[config.mk]
export PLATFORM = sky130hd
export DESIGN_NAME = mpsoc_apb_gpio_arbiter
export DESIGN_NICKNAME = d
export VERILOG_FILES = /design/src/rtl/mpsoc_apb_gpio_arbiter.sv
export SDC_FILE = /design/constraint.sdc
export NUM_CORES = 1
export LEC_CHECK = 0
export CAP_MARGIN = 30
export CORE_AREA = 2 2 310 312
export CTS_CLUSTER_DIAMETER = 30
export DETAILED_ROUTE_END_ITERATION = 7
export DIE_AREA = 0 0 312 314
export GPL_TIMING_DRIVEN = 0
export PLACE_DENSITY = 0.42
export SYNTH_ARGS = -nofsm -noshare
export SYNTH_HDL_FRONTEND = slang
export SYNTH_SLANG_ARGS = --single-unit
[constraint.sdc]
create_clock -name PCLK -period 1.7 [get_ports PCLK]
set_input_delay 0.17 -clock PCLK [delete_from_list [all_inputs] [get_ports PCLK]]
set_output_delay 0.17 -clock PCLK [all_outputs]
set_load 0.02 [all_outputs]
[src/rtl/mpsoc_apb_gpio_arbiter.sv]
// mpsoc_apb_gpio_arbiter: shares one APB master port toward a GPIO slave among NREQ requesters.
// Grants are round-robin. Each transfer walks IDLE -> SETUP -> ACCESS -> COMPLETE and returns
// a one-cycle done pulse with the captured read data and error flag.
// Optional feature: define MPSOC_APB_GPIO_ARB_TIMEOUT_EN to add an ACCESS-phase watchdog that
// ends a stalled transfer after TIMEOUT wait cycles with an error.
module mpsoc_apb_gpio_arbiter #(
  parameter int unsigned PADDR_SIZE = 64,
  parameter int unsigned PDATA_SIZE = 64,
  parameter int unsigned NREQ       = 4,
  parameter int unsigned TIMEOUT    = 16
) (
  input  logic                         PCLK,
  input  logic                         PRESET,
  input  logic [NREQ-1:0]              req_i,
  input  logic [NREQ-1:0]              req_we_i,
  input  logic [NREQ-1:0]              req_strb_i,
  input  logic [NREQ*PADDR_SIZE-1:0]   req_addr_i,
  input  logic [NREQ*PDATA_SIZE-1:0]   req_wdata_i,
  output logic [NREQ-1:0]              req_done_o,
  output logic [PDATA_SIZE-1:0]        req_rdata_o,
  output logic                         req_err_o,
  output logic                         PSEL,
  output logic                         PENABLE,
  output logic                         PWRITE,
  output logic                         PSTRB,
  output logic [PADDR_SIZE-1:0]        PADDR,
  output logic [PDATA_SIZE-1:0]        PWDATA,
  input  logic [PDATA_SIZE-1:0]        PRDATA,
  input  logic                         PREADY,
  input  logic                         PSLVERR
);

  localparam int unsigned IdxW = (NREQ > 1) ? $clog2(NREQ) : 1;

  typedef enum logic [1:0] {StIdle, StSetup, StAccess, StComplete} state_e;

  state_e          state_q;
  logic [IdxW-1:0] last_grant_q;
  logic [IdxW-1:0] win_q;

`ifdef MPSOC_APB_GPIO_ARB_TIMEOUT_EN
  localparam int unsigned CntW = $clog2(TIMEOUT + 1);
  logic [CntW-1:0] cnt_q;
`endif

  logic [PADDR_SIZE-1:0] addr_arr  [NREQ];
  logic [PDATA_SIZE-1:0] wdata_arr [NREQ];
  logic                  pick_valid;
  logic [IdxW-1:0]       pick_idx;
  logic [IdxW-1:0]       cand;

  // Split the flat per-requester buses into indexable slices.
  for (genvar k = 0; k < NREQ; k++) begin : g_unpack
    assign addr_arr[k]  = req_addr_i[k*PADDR_SIZE +: PADDR_SIZE];
    assign wdata_arr[k] = req_wdata_i[k*PDATA_SIZE +: PDATA_SIZE];
  end

  // Round-robin pick: scan from last_grant+1 and take the first active request.
  always_comb begin
    pick_valid = 1'b0;
    pick_idx   = '0;
    cand       = '0;
    for (int unsigned i = 1; i <= NREQ; i++) begin
      cand = IdxW'((32'(last_grant_q) + i) % NREQ);
      if (!pick_valid && req_i[cand]) begin
        pick_valid = 1'b1;
        pick_idx   = cand;
      end
    end
  end

  // Transfer FSM with all APB and requester outputs registered.
  always_ff @(posedge PCLK) begin
    if (PRESET) begin
      state_q      <= StIdle;
      last_grant_q <= IdxW'(NREQ - 1);
      win_q        <= '0;
      PSEL         <= 1'b0;
      PENABLE      <= 1'b0;
      PWRITE       <= 1'b0;
      PSTRB        <= 1'b0;
      PADDR        <= '0;
      PWDATA       <= '0;
      req_done_o   <= '0;
      req_rdata_o  <= '0;
      req_err_o    <= 1'b0;
`ifdef MPSOC_APB_GPIO_ARB_TIMEOUT_EN
      cnt_q        <= '0;
`endif
    end else begin
      req_done_o <= '0;
      unique case (state_q)
        StIdle: begin
          if (pick_valid) begin
            win_q   <= pick_idx;
            PWRITE  <= req_we_i[pick_idx];
            PSTRB   <= req_strb_i[pick_idx];
            PADDR   <= addr_arr[pick_idx];
            PWDATA  <= wdata_arr[pick_idx];
            PSEL    <= 1'b1;
            PENABLE <= 1'b0;
            state_q <= StSetup;
          end
        end
        StSetup: begin
          PENABLE <= 1'b1;
          state_q <= StAccess;
`ifdef MPSOC_APB_GPIO_ARB_TIMEOUT_EN
          cnt_q   <= '0;
`endif
        end
        StAccess: begin
          if (PREADY) begin
            req_rdata_o  <= PRDATA;
            req_err_o    <= PSLVERR;
            req_done_o   <= NREQ'(1) << win_q;
            last_grant_q <= win_q;
            PSEL         <= 1'b0;
            PENABLE      <= 1'b0;
            state_q      <= StComplete;
          end
`ifdef MPSOC_APB_GPIO_ARB_TIMEOUT_EN
          // Watchdog: the slave stalled for TIMEOUT cycles, end the transfer as an error.
          else if (cnt_q == CntW'(TIMEOUT - 1)) begin
            req_rdata_o  <= '0;
            req_err_o    <= 1'b1;
            req_done_o   <= NREQ'(1) << win_q;
            last_grant_q <= win_q;
            PSEL         <= 1'b0;
            PENABLE      <= 1'b0;
            state_q      <= StComplete;
          end else begin
            cnt_q <= cnt_q + CntW'(1);
          end
`endif
        end
        StComplete: begin
          // req_i is deliberately not sampled here; requesters get one cycle to drop it.
          state_q <= StIdle;
        end
        default: state_q <= StIdle;
      endcase
    end
  end

endmodule

Word-level counts from Yosys, hierarchy flattened
Cells that the tools add are included.
- add/subtract/negate cells: 4
- $lt $le $gt $ge: 6
- equality and inequality tests: 5
- shifts and indexed selects: 1
- muxes and demuxes: 34
- bitwise logic cells: 3
- reductions and logical operators: 15
- operators by type and width (kind ; number):
    $bmux 64 s2 ; 2
    $mux 64 ; 4
    $lt 2x3->1 const B ; 5
    $mux 1 ; 13
    $bmux 1 s2 ; 6
    $mux 2 ; 6
    $pmux 2 s4 ; 1
    $reduce_and 2->1 ; 3
    $reduce_and 3->1 ; 2
    $add 2x1->2 const B ; 2
    $add 2x2->2 const B ; 2
    $eq 2x2->1 const B ; 2
    $ne 2x2->1 const B ; 2
    $shl 1x2->4 const A ; 1
    $ge 3x3->1 const B ; 1
    $logic_and 1x1->1 ; 3
    $logic_not 1->1 ; 3
    $not 2->3 ; 1
    $pmux 1 s3 ; 1
    $reduce_bool 3->1 ; 1
    $reduce_or 3->1 ; 1
    $eq 2x1->1 const B ; 1
    $logic_not 2->1 ; 1
    $not 1->1 ; 2
    2 further kinds ; 2
- register bits: 207
- bits of input ports: 592
- output and inout bits: 201
- logic and storage cells: 80

Depth between registers and ports, before layout
Gate-level depths: netlist of run 1.
- depth in word-level cells: 17
- mapped depth: 8
- depth with buffers taken out: 7

Worst setup path before layout of run 1
OpenSTA, ideal clock, no wires.
- path kind: reg2reg
- start: register state_q[0]
- end: register PADDR[32]
- arrival: 1.657 ns
- required time: 1.621 ns
- path slack: -0.036 ns
- stages on the path, launching flop included: 9
- path buffers: 2
- clock period less this slack: 1.736 ns
- path through: dfxtp_1 inv_1 ha_1 nor2b_2 nor2b_1 nand2_1 buf_6 buf_4 o221ai_2
- cells in the longest elaborated chain, start to end: 2
- RTL lines (element ; line ; source):
    start: declaration ; 37 ; state_e state_q;
    start signal: assignment ; 75 ; state_q <= StIdle;
    start signal: assignment ; 102 ; state_q <= StSetup;
    start signal: assignment ; 107 ; state_q <= StAccess;
    $logic_not 2->1 ; 92 ; unique case (state_q)
    $reduce_and 2->1 (no source line) ; - ;
    end signal: assignment ; 98 ; PADDR <= addr_arr[pick_idx];
    end: declaration ; 26 ; output logic [PADDR_SIZE-1:0] PADDR,
Every way passes these cells.
A chain may end at the register's enable or synchronous reset.

Worst setup path after layout of run 1
- start: register last_grant_q[0]
- end: register PADDR[15]
- cells in the longest elaborated chain, start to end: 17
- elaborated cells on any way between the ends: 31
- RTL lines (element ; line ; source):
    start: declaration ; 38 ; logic [IdxW-1:0] last_grant_q;
    start signal: assignment ; 76 ; last_grant_q <= IdxW'(NREQ - 1);
    start signal: assignment ; 117 ; last_grant_q <= win_q;
    $add 2x1->2 ; 64 ; cand = IdxW'((32'(last_grant_q) + i) % NREQ);
    $bmux 1 s2 ; 65 ; if (!pick_valid && req_i[cand]) begin
    $mux 1 (not written as such) ; 65 ;
    $mux 1 ; 65 ;
    $logic_not 1->1 ; 65 ;
    $logic_and 1x1->1 ; 65 ;
    $mux 1 ; 65 ;
    $logic_not 1->1 ; 65 ;
    $logic_and 1x1->1 ; 65 ;
    $mux 1 ; 65 ;
    $logic_not 1->1 ; 65 ;
    $logic_and 1x1->1 ; 65 ;
    $mux 2 ; 65 ;
    $not 2->3 (not written as such) ; 98 ;
    $bmux 64 s2 ; 98 ;
    $mux 64 (not written as such) (2 in a row) ; 98 ;
Several ways; a longest one is shown, not always the timed one. The select of a mux whose other input is x is not followed.

==> results.sh, run 1 <==
export IMPL_worstSetupPathType="flip-flop to flip-flop"
export IMPL_hold_class="input port to flip-flop"
export IMPL_crit_start="last_grant_q[0]"
export IMPL_startpoint_type="flip-flop"
export IMPL_setup_ws_ns=-0.382
export IMPL_reg2reg_from="last_grant_q[0]"
export IMPL_clkLatencyLatePin_ns=0.62
export IMPL_grt_max_degree=12
export IMPL_first_global_vias=13000
export IMPL_crit_slowest_cell="dfxtp_2"
export IMPL_dp_cells=2991
export IMPL_cap_violations=0
export IMPL_numPortBuffers=792
export IMPL_ys_async_sr_fraction_pct=0
export IMPL_end_kind="flip-flop"
export IMPL_viasPerCell=3.71
export IMPL_final_nets=2437
export IMPL_p_leak_nw=12.4
export IMPL_cts_tree="yes"
export IMPL_syn_num_nets=1529
export IMPL_routedWlPerCell_um=23.5
export IMPL_synth_simple_area_share_pct=6.03
export IMPL_netlist_area_sq_mm=0.0110
export IMPL_io_pins=793
export IMPL_drive_gt1_share_pct=29.7
export IMPL_hold_start="PRDATA[33]"
export IMPL_slew_headroom_pct=61.8
export IMPL_placed_cell_area_sq_mm=0.0205
export IMPL_area_delta_synth_final_pct=139
export IMPL_period_share_pct=122
export IMPL_critPathArrivalTime_ns=2.57
export IMPL_cts_sinks=207
export IMPL_ys_ff_latch=207
export IMPL_synth_xor_xnor_area_share_pct=0
export IMPL_place_hpwl_mm=58.5
export IMPL_fin_area_sq_mm=0.0262
export IMPL_nFillCells=9789
export IMPL_root_buffer="clkbuf_16"
export IMPL_die_y_um=314
export IMPL_drcViolationCount=0
export IMPL_synth_mux_area_share_pct=23.9
export IMPL_rsz0062_at_grt="yes"
export IMPL_gp_congestion=0.895
export IMPL_htreeDepth=3
export IMPL_firstDrtPassIters=4
export IMPL_netlist_area_leader_share_pct=37.7
export IMPL_yosysTopAreaCell="dfxtp_1"
export IMPL_dp_slack_ns=-1.30
export IMPL_yosys_cell_types_count=37
export IMPL_coreArea_sq_mm=0.0944
export IMPL_cts_buffer_depth=3
export IMPL_antenna_left=0
export IMPL_die_w_um=312
export IMPL_synth_top_family_by_area="compound AO/OA/AOI/OAI gates"
export IMPL_numCtsBuffers=74
export IMPL_initial_core_util_pct=11.6
export IMPL_synthCells=934
export IMPL_synth_edf_count=0
export IMPL_synth_common_cells="262 x mux2i_1, 207 x dfxtp_1, 135 x nand2_1"
export IMPL_grt_pass1_wl_mm=99.6
export IMPL_syn_area_per_cell_sq_um=11.8
export IMPL_yosys_top_cells_area="dfxtp_1 38%, mux2i_1 24%, o221ai_2 18%"
export IMPL_setup_viol=130
export IMPL_worst_slew_pin_slew_ns=0.574
export IMPL_path_cells="nand2b_4 > o21ai_2 > a221oi_2 > buf_6 > buf_12 > buf_12 > buf_16 > buf_16 > mux2i_4 > o221ai_2"
export IMPL_clk_pin_slew_ns=0.04
export IMPL_finalCriticalPeriod_ns=2.08
export IMPL_finalClockSkew_ns=0.0184
export IMPL_yosysMostFrequentCell="mux2i_1"
export IMPL_ctsHoldBuffers=0
export IMPL_status="finished with violations"
export IMPL_drtIter0Drc=400
export IMPL_cp_max_fo=6
export IMPL_track_usage_pct=14.4
export IMPL_max_freq_mhz=480
export IMPL_hold_ws_ns=0.148
export IMPL_synth_compound_area_share_pct=24.0
export IMPL_violations="negative setup slack"
export IMPL_fin_tns_setup_ns=-38.98
export IMPL_rows=113
export IMPL_ys_seq_area_share_pct=37.7
export IMPL_dieArea_sq_mm=0.0980
export IMPL_slowest_delay_ns=0.33
export IMPL_synth_flop_cell="dfxtp_1"
export IMPL_vias=11700
export IMPL_final_util_pct=27.8
export IMPL_critPathRequiredTime_ns=2.19
export IMPL_powerDensity_mw_per_mm2=1350
export IMPL_wirelength_mm=74.6
export IMPL_synthAdderAreaFrac_pct=0.342
export IMPL_ir_drop_mv=0.759
export IMPL_overflow=0
export IMPL_antenna_found_initial=31
export IMPL_power_mw=35.4
export IMPL_ys_warn_count=0
export IMPL_finalMaxSlewViolations=0
export IMPL_hold_viol=0
export IMPL_fin_cells=3170
-- power by group --
part | switching (mW) | internal [mW] | leakage, nW | total, mW
combinational | 7.54 | 7.60 | 9.47 | 15.1
clock | 4.01 | 9.18 | 1.22 | 13.2
sequential | 0.785 | 6.31 | 1.70 | 7.09
-- registers in the layout, summed over array words and instances (netlist names), 2 cells and up --
signal        flops
req_rdata_o      64
PADDR            64
PWDATA           64
state_q           2
req_done_o        4
last_grant_q      2
win_q             2
-- metal layers --
layer,vias to the layer above,global-route usage [%],part of all wire [%]
met2,608,26.0,51
met4,18,5.08,3.2
met5,-,0,0.15
met1,5482,14.5,35
met3,155,6.73,11
li1,5485,-,-
-- worst paths after layout --
kind,end,slack [ns],cells past startpoint
setup / recovery,PADDR[15],-0.38,10
hold / removal,req_rdata_o[33],0.15,2
hold reg to reg,PADDR[24],0.45,2
setup reg to reg,PADDR[15],-0.38,10
-- cells by family (layout without fill, tap and decap cells) --
| kind of cell | after synthesis | after routing |
|---|---|---|
| AO/OA/AOI/OAI | 210 | 210 |
| adder cells (fa/ha/maj) | 3 | 3 |
| buffers and inverters | 89 | 1055 |
| flip-flops | 207 | 207 |
| multiplexers | 262 | 262 |
| other | 0 | 5 |
| AND/OR/NAND/NOR | 163 | 163 |
-- placed cells by master, fill, tap and decap left out, types with 5 or more instances in the layout --
cell and n:
o221ai_2 130, clkbuf_2 14, nor2_1 10, dlygate4sd2_1 7, mux2i_1 91, buf_2 5
mux2i_2 42, dlymetal6s2s_1 186, buf_6 16, clkdlybuf4s50_1 591, nand2_1 133, dfxtp_1 206
clkbuf_8 18, clkbuf_4 6, buf_8 8, diode_2 5, buf_12 25, a22o_1 65
mux2i_4 129, clkbuf_16 86, buf_4 19, buf_16 17, clkinv_2 17, clkdlybuf4s15_2 5
clkbuf_1 21
-- cell type report --
cell class	count	area [sq um]	share of cell area (%)
Inverter	3	11.3	0.0429
Timing Repair Buffer	837	9250	35.3
Buffer	81	996	3.80
Multi-Input combinational cell	638	7780	29.7
Tap cell	1265	1580	6.03
Clock inverter	26	294	1.12
Sequential cell	207	4150	15.8
Clock buffer	108	2160	8.24
Antenna cell	5	12.5	0.0477
-- repair_timing --
item,in CTS,in global routing
resized for setup,280,355
pin swaps,36,34
endpoints found under the setup margin,398,380
setup buffers,26,5
gates cloned,10,11
-- worst max-delay path, delay by kind of cell (launching register included) --
kind | cells | cell delay [ns]
AO/OA/AOI/OAI | 3 | 0.47
buffers and inverters | 5 | 0.72
flip-flops | 1 | 0.33
multiplexers | 1 | 0.29
AND/OR/NAND/NOR | 1 | 0.13
Note: power is estimated with default switching activity, not from simulation.
==> run 2, diff against run 1 <==
--- a/config.mk
+++ b/config.mk
@@ -12,6 +12,7 @@
 export DIE_AREA = 0 0 312 314
 export GPL_TIMING_DRIVEN = 0
 export PLACE_DENSITY = 0.42
+export REMOVE_ABC_BUFFERS = 1
 export SYNTH_ARGS = -nofsm -noshare
 export SYNTH_HDL_FRONTEND = slang
 export SYNTH_SLANG_ARGS = --single-unit
==> run 2 against run 1 <==
The flow still finishes with violations (negative setup slack); non-clock buffer count is 12 higher; core utilization is 0.46 points higher; via count is 0.66% higher; hold slack worse by 0.0066 ns; count of clock-buffer cells in the layout is 39 higher; power is 5.9% higher.
==> results.sh, run 2 (synthesized netlist as in run 1, its figures left out) <==
export IMPL_placed_cell_area_sq_mm=0.0203
export IMPL_p_leak_nw=10.5
export IMPL_end_kind="flip-flop"
export IMPL_path_cells="nand2b_4 > o21ai_4 > a221oi_4 > buf_6 > buf_16 > buf_12 > buf_12 > buf_12 > buf_12 > buf_12 > buf_12 > buf_16 > mux2i_4 > o221ai_2"
export IMPL_startpoint_type="flip-flop"
export IMPL_coreArea_sq_mm=0.0944
export IMPL_numPortBuffers=792
export IMPL_comb_power_share_pct=39.4
export IMPL_cap_violations=0
export IMPL_fin_tns_setup_ns=-65.27
export IMPL_finalClockSkew_ns=0.0341
export IMPL_area_delta_synth_final_pct=143
export IMPL_final_common_cell="clkdlybuf4s50_1"
export IMPL_clk_pin_slew_ns=0.04
export IMPL_power_mw=37.5
export IMPL_worst_slew_pin_slew_ns=0.884
export IMPL_r2r_slack_ns=-0.74
export IMPL_finalMaxSlewViolations=0
export IMPL_overflow=0
export IMPL_drive_gt1_share_pct=32.2
export IMPL_dieArea_sq_mm=0.0980
export IMPL_antenna_left=0
export IMPL_rsz0062_at_grt="yes"
export IMPL_worstSetupPathType="flip-flop to flip-flop"
export IMPL_final_nets=2463
export IMPL_max_freq_mhz=410
export IMPL_finalCriticalPeriod_ns=2.44
export IMPL_first_global_vias=13100
export IMPL_seqPwrFrac_pct=19.1
export IMPL_fin_area_sq_mm=0.0267
export IMPL_status="finished with violations"
export IMPL_grt_pass1_wl_mm=93.5
export IMPL_drcViolationCount=0
export IMPL_period_share_pct=143
export IMPL_violations="negative setup slack"
export IMPL_intPower_mw=25.0
export IMPL_crit_slowest_cell="dfxtp_4"
export IMPL_hold_viol=0
export IMPL_crit_path_frequent_cell="buf_12"
export IMPL_ir_drop_mv=0.847
export IMPL_dp_slack_ns=-2.60
export IMPL_clkLatencyLatePin_ns=0.62
export IMPL_initial_core_util_pct=11.6
export IMPL_dp_cells=2939
export IMPL_antenna_found_initial=13
export IMPL_hold_class="input port to flip-flop"
export IMPL_viasPerCell=3.68
export IMPL_root_buffer="clkbuf_16"
export IMPL_slew_headroom_pct=40.9
export IMPL_hold_ws_ns=0.141
export IMPL_routedWlPerCell_um=20.8
export IMPL_fin_cells=3214
export IMPL_grt_max_degree=41
export IMPL_htreeDepth=3
export IMPL_setup_viol=130
export IMPL_cts_buffer_depth=3
export IMPL_reg_top3="PADDR (64), PWDATA (64), req_rdata_o (64)"
export IMPL_gp_congestion=0.859
export IMPL_cts_tree="yes"
export IMPL_numCtsBuffers=87
export IMPL_final_util_pct=28.2
export IMPL_critPathArrivalTime_ns=2.93
export IMPL_pwr_share_clk_pct=41.6
export IMPL_drtIter0Drc=349
export IMPL_vias=11800
export IMPL_place_hpwl_mm=49.9
export IMPL_firstDrtPassIters=4
export IMPL_switching_power_mw=12.5
export IMPL_swShare_pct=33.2
export IMPL_rows=113
export IMPL_cts_sinks=207
export IMPL_slowest_delay_ns=0.35
export IMPL_powerDensity_mw_per_mm2=1410
export IMPL_wirelength_mm=66.8
export IMPL_io_pins=793
export IMPL_critPathRequiredTime_ns=2.19
export IMPL_setup_ws_ns=-0.739
export IMPL_track_usage_pct=13.1
export IMPL_cp_max_fo=7
export IMPL_die_w_um=312
export IMPL_final_cell_mix="591 x clkdlybuf4s50_1, 205 x dfxtp_1, 194 x dlygate4sd2_1"
export IMPL_die_y_um=314
==> run 2: repair_timing <==
action | in CTS | in global routing
resized for setup | 519 | 177
gates cloned | 16 | 1
pin swaps | 45 | 59
setup buffers | 67 | 36
setup endpoints to repair | 399 | 133
hold buffers | 0 | 0
==> run 2: routing by layer <==
layer | routed length (um) | GRT usage, % | vias up
met1 | 24500 | 13.8 | 5583
li1 | - | - | 5574
met5 | 45 | 0 | -
met3 | 6310 | 5.49 | 103
met2 | 34300 | 23.5 | 557
met4 | 1550 | 4.38 | 8
==> run 2: power by group through the flow <==
stage	Clock, mW	Sequential [mW]	Combinational, mW
6_report	15.6	7.15	14.8
5_1_grt	16.3	7.32	15.7
4_1_cts	16.0	7.17	14.1
3_5_place_dp	0	7.24	12.4
3_3_place_gp	0	6.59	9.00
2_1_floorplan	0	8.57	4.00
==> run 2: path summary, 6_finish.rpt <==
path,start,to,cells after the start
max,last_grant_q[0],PWDATA[45],14
min,PRDATA[40],req_rdata_o[40],2
max reg2reg,last_grant_q[0],PWDATA[45],14
min reg2reg,PWDATA[9],PWDATA[9],2
==> run 2: layout make-up <==
cell class              count  area, sq um
well taps                1265         1580
repair buffers            930         9980
flip-flops and latches    207         4150
inverters                   3         11.3
clock inverters            16          221
clock buffers             147         2770
multi-input cells         639         7930
diodes                      7         17.5
fillers                  9786        67800
==> run 2: critical path, delay by kind of cell, from the launching register on <==
family	cells	cell delay (ns)
DFF	1	0.35
buffers and inverters	9	1.05
and+or+nand+nor	1	0.13
muxes	1	0.30
AOI/OAI and AO/OA	3	0.43
